`config.mk`:
```
export PLATFORM = sky130hd
export DESIGN_NAME = uart_cmd_parser
export DESIGN_NICKNAME = d
export VERILOG_FILES = /design/src/rtl/uart_cmd_parser.sv
export SDC_FILE = /design/constraint.sdc
export NUM_CORES = 1
export LEC_CHECK = 0
export CORE_MARGIN = 1.5
export CORE_UTILIZATION = 40
export CTS_CLUSTER_SIZE = 20
export DETAILED_ROUTE_END_ITERATION = 6
export GPL_TIMING_DRIVEN = 0
export MAX_ROUTING_LAYER = met4
export PLACE_DENSITY = 0.64
export SLEW_MARGIN = 20
export SYNTH_ARGS = -nofsm -noshare
export SYNTH_HDL_FRONTEND = slang
export SYNTH_SLANG_ARGS = --single-unit
```
`constraint.sdc`:
```
create_clock -name i_Clock -period 2.3 [get_ports i_Clock]
set_input_delay 0.23 -clock i_Clock [delete_from_list [all_inputs] [get_ports i_Clock]]
set_output_delay 0.23 -clock i_Clock [all_outputs]
set_load 0.01 [all_outputs]
```
`src/rtl/uart_cmd_parser.sv`:
```
// Parses SYNC/ADDR/DHI/DLO/CSUM frames from a UART byte stream into register writes.
// Latency 1 clock from checksum byte to Wr_Strobe/Csum_Err; no backpressure, one byte per Rx_Ready rising edge.
module uart_cmd_parser #(
   parameter logic [7:0]  SYNC_BYTE    = 8'hA5,
   parameter logic [15:0] TIMEOUT_CLKS = 16'd40000
) (
   input  logic        i_Clock,
   input  logic        i_Reset_n,
   input  logic        Rx_Ready,
   input  logic [7:0]  Rx_Byte,
   output logic        Wr_Strobe,
   output logic [7:0]  Wr_Addr,
   output logic [15:0] Wr_Data,
   output logic        Csum_Err,
   output logic        Timeout_Err,
   output logic [7:0]  Err_Count
);

   typedef enum logic [2:0] {S_HUNT, S_ADDR, S_DHI, S_DLO, S_CSUM} state_t;

   state_t      state_q, state_d;
   logic        rx_rdy_q;
   logic [7:0]  addr_q, addr_d;
   logic [7:0]  dhi_q, dhi_d;
   logic [7:0]  dlo_q, dlo_d;
   logic [15:0] tmo_cnt_q, tmo_cnt_d;
   logic        wr_strobe_q, wr_strobe_d;
   logic        csum_err_q, csum_err_d;
   logic        tmo_err_q, tmo_err_d;
   logic [7:0]  wr_addr_q, wr_addr_d;
   logic [15:0] wr_data_q, wr_data_d;
   logic [7:0]  err_cnt_q, err_cnt_d;
   logic        accept;
   logic        expire;

   assign accept = Rx_Ready & ~rx_rdy_q;
   // An accepted byte on the expiry clock takes priority over the timeout.
   assign expire = (state_q != S_HUNT) && !accept && (tmo_cnt_q == TIMEOUT_CLKS - 16'd1);

   always_ff @(posedge i_Clock or negedge i_Reset_n) begin
      if (!i_Reset_n) begin
         state_q     <= S_HUNT;
         rx_rdy_q    <= 1'b0;
         addr_q      <= 8'h00;
         dhi_q       <= 8'h00;
         dlo_q       <= 8'h00;
         tmo_cnt_q   <= 16'h0000;
         wr_strobe_q <= 1'b0;
         csum_err_q  <= 1'b0;
         tmo_err_q   <= 1'b0;
         wr_addr_q   <= 8'h00;
         wr_data_q   <= 16'h0000;
         err_cnt_q   <= 8'h00;
      end else begin
         state_q     <= state_d;
         rx_rdy_q    <= Rx_Ready;
         addr_q      <= addr_d;
         dhi_q       <= dhi_d;
         dlo_q       <= dlo_d;
         tmo_cnt_q   <= tmo_cnt_d;
         wr_strobe_q <= wr_strobe_d;
         csum_err_q  <= csum_err_d;
         tmo_err_q   <= tmo_err_d;
         wr_addr_q   <= wr_addr_d;
         wr_data_q   <= wr_data_d;
         err_cnt_q   <= err_cnt_d;
      end
   end

   always_comb begin
      state_d     = state_q;
      addr_d      = addr_q;
      dhi_d       = dhi_q;
      dlo_d       = dlo_q;
      wr_strobe_d = 1'b0;
      csum_err_d  = 1'b0;
      tmo_err_d   = 1'b0;
      wr_addr_d   = wr_addr_q;
      wr_data_d   = wr_data_q;
      err_cnt_d   = err_cnt_q;
      tmo_cnt_d   = (state_q == S_HUNT) ? 16'h0000 : tmo_cnt_q + 16'd1;

      if (accept) begin
         tmo_cnt_d = 16'h0000;
         case (state_q)
            S_HUNT: begin
               if (Rx_Byte == SYNC_BYTE) state_d = S_ADDR;
            end
            S_ADDR: begin
               addr_d  = Rx_Byte;
               state_d = S_DHI;
            end
            S_DHI: begin
               dhi_d   = Rx_Byte;
               state_d = S_DLO;
            end
            S_DLO: begin
               dlo_d   = Rx_Byte;
               state_d = S_CSUM;
            end
            S_CSUM: begin
               state_d = S_HUNT;
               if (Rx_Byte == (addr_q ^ dhi_q ^ dlo_q)) begin
                  wr_strobe_d = 1'b1;
                  wr_addr_d   = addr_q;
                  wr_data_d   = {dhi_q, dlo_q};
               end else begin
                  csum_err_d  = 1'b1;
               end
            end
            default: state_d = S_HUNT;
         endcase
      end else if (expire) begin
         state_d   = S_HUNT;
         tmo_cnt_d = 16'h0000;
         tmo_err_d = 1'b1;
      end

      if ((csum_err_d || tmo_err_d) && (err_cnt_q != 8'hFF)) err_cnt_d = err_cnt_q + 8'd1;
   end

   assign Wr_Strobe   = wr_strobe_q;
   assign Wr_Addr     = wr_addr_q;
   assign Wr_Data     = wr_data_q;
   assign Csum_Err    = csum_err_q;
   assign Timeout_Err = tmo_err_q;
   assign Err_Count   = err_cnt_q;

endmodule

```
==> flow_summary.yaml <==
global_route:
  gr-usage-met1: 0.206
  grtUsageMet3: 0.0261
  track_usage: 0.157
  antenna_found_initial: 0
  grt_pass1_vias: 2156
  grt_max_degree: 51
  top_usage_layer: "met2"
  grt_overflow_total: 0
  grt_pass1_wl_um: 10500
  grt_use_met2: 0.239
place:
  placed_area_um2: 4080
  place_hpwl_um: 4420
  place_inst: 424
  placement.io_buffers: 45
  routabilityCongestion: 0.787
detailed_routing:
  drcViolationCount: 0
  vias_per_cell: 4.92
  drtIter0Drc: 57
  dr.pass1.iters: 4
  wl_per_cell_um: 14.4
  wl_um: 6390
  vias: 2186
  drtAntennaViolNets: 0
power_and_ir_drop:
  p_int_mw: 2.29
  p_comb_frac: 0.154
  power_frac_seq: 0.520
  power_switching_share: 0.256
  ir_drop_mv: 0.380
  leakage_nw: 2.01
  net-switching-power_mw: 0.789
  power_per_cell_area_nw_per_um2: 713
  p_clk_frac: 0.326
  power.total_mw: 3.08
layout:
  layout_common_cells: "79 x dfrtp_1, 48 x mux2_2, 44 x clkdlybuf4s50_1"
  drive_gt1_frac: 0.227
  syn_to_final_growth_pct: 24.2
  antennaDiodeCount: 0
  stdcell_count: 444
  post-route-util: 0.520
  mostFrequentLayoutCell: "dfrtp_1"
  fill_cells: 760
  final_area_um2: 4320
  nNetsFinal: 347
timing:
  tightest_slew_ns: 0.798
  hold_viol_final: 0
  fmax_mhz: 458
  setup-tns-final_ns: 0
  finalCritPeriodShare: 0.950
  rsz0062_at_grt: "false"
  finClkSkew_ns: 0.00698
  period_needed_ns: 2.18
  slew_violations: 0
  setup_viol: 0
  relSlewSlack: 0.466
cts:
  clk_path_buf_depth: 2
  numCtsBuffers: 9
  htree_levels: 3
  clkTransAtPathRegs_ns: 0.08
  insertion_delay_ns: 0.33
  root_buffer: "clkbuf_8"
  cts.sinks: 79
  cts_tree: "yes"
min_path:
  hold_path.class: "in -> async"
job:
  max_cap_violations: 0
critical_path:
  critPathCaptureType: "register"
  path_max_fanout: 6
  timing_worst_setup_path_type: "in -> reg"
  required_ns: 2.52
  cp.arrival_ns: 2.41
  rrSetupSlack_ns: 0.16
  rr_endpoint: "Err_Count[7]"
  rr_startpoint: "dlo_q[3]"
  ff2ff_path_depth: 7
  start_kind: "input port"
yosys:
  ys_warn_count: 0
  syn_area_um2: 3480
  syn_avg_cell_area_um2: 12.7
  synthCells: 273
  synth.distinct_cells: 37
  syn_nets: 286
  ys_seq_elements: 79
  ys_seq_area_frac: 0.569
  synth-async-reset-ratio: 1.00
  dominantRegCellSynth: "dfrtp_1"
  synth_edf_count: 0
die:
  dieArea_um2: 9260
  io-pin-count: 46
  initial_core_util: 0.419
  num_rows: 33
  die-width_um: 96.2
  core_area_um2: 8300
  dieHeight_um: 96.2
status:
  status: "completed"
[cell families after synthesis]
| kind of cell | share of synthesized area |
|---|---|
| flops | 0.569 |
| simple gates | 0.108 |
| mux | 0.162 |
| xor+xnor | 0.106 |
| compound gates | 0.0324 |
| buf+inv | 0.0166 |
| fa+ha+maj | 0.00720 |
[cells in the mapped netlist, types with 3 or more instances]
cell,n,area (um^2)
nand4_1,5,31.3
xor2_1,15,131
inv_1,8,30.0
xnor2_1,27,236
dfrtp_1,79,1980
and3_1,5,31.3
nand2_1,10,37.5
nor2_1,27,101
o21ai_0,5,25.0
mux2_2,48,541
nand2b_1,3,18.8
nand3_1,11,55.1
[how the worst max path moves through the flow]
stage | slack (ns) | startpoint | endpoint
finish | 0.12 | Rx_Byte[3] | Err_Count[7]
global route | 0.008 | Rx_Byte[1] | Err_Count[7]
CTS | 0.01 | Rx_Byte[3] | Wr_Addr[2]
detailed placement | -0.34 | Rx_Byte[3] | Wr_Addr[5]
global placement | -1.87 | i_Reset_n | Wr_Data[14]
floorplan | 0.33 | tmo_cnt_q[0] | Err_Count[1]
[layer usage]
| layer | vias up | part of all wire |
|---|---|---|
| met2 | 35 | 0.46 |
| met4 | 0 | 0.012 |
| met3 | 6 | 0.030 |
| li1 | 1059 | - |
| met5 | - | 0 |
| met1 | 1086 | 0.50 |
[flip-flops by register name, indices dropped and copies added (netlist names), 3 cells and up]
signal and count:
dlo_q 8, Wr_Data 16, tmo_cnt_q 16, addr_q 8
Err_Count 8, Wr_Addr 8, state_q 3, dhi_q 8
[critical path, stage by stage]
cell             delay (ns)
clkdlybuf4s50_1        0.58
xnor2_1                0.17
xnor2_1                0.16
nand4_1                0.25
o21ai_2                0.28
inv_1                  0.15
o21ai_0                0.23
mux2_2                 0.35
[layout make-up]
| class | count | area, um^2 | share of cell area |
|---|---|---|---|
| Multi-Input combinational cell | 181 | 1450 | 0.335 |
| Tap cell | 105 | 131 | 0.0304 |
| Clock buffer | 13 | 149 | 0.0345 |
| Inverter | 8 | 30.0 | 0.00695 |
| Clock inverter | 3 | 42.5 | 0.00985 |
| Timing Repair Buffer | 51 | 515 | 0.119 |
| Buffer | 4 | 26.3 | 0.00609 |
| Sequential cell | 79 | 1980 | 0.458 |
[power by group through the flow]
stage / clock network [mW] / registers, mW / logic (mW)
floorplan: 0 / 1.60 / 0.360
global placement: 0 / 1.62 / 0.470
detailed placement: 0 / 1.63 / 0.484
CTS: 1.04 / 1.60 / 0.487
global route: 1.09 / 1.62 / 0.528
finish: 1.00 / 1.60 / 0.475
[what timing repair did]
| action | CTS | global route |
|---|---|---|
| resized for setup | 0 | 2 |
| hold endpoints to repair | 29 | 0 |
| buffers inserted | 0 | 4 |
| hold buffers | 1 | 0 |
| endpoints found under the setup margin | 0 | 30 |
[metrics by stage]
| stage | hold WS, ns | setup slack (ns) |
|---|---|---|
| final | 0.365 | 0.116 |
| after global routing | 0.390 | 0.00803 |
| after CTS | 0.379 | 0.0147 |
| after detailed placement | 0.195 | -0.341 |
| after global placement | 0.470 | -1.87 |
| after floorplan | -0.0656 | 0.329 |
No activity file was read; power rests on OpenSTA's default activity.
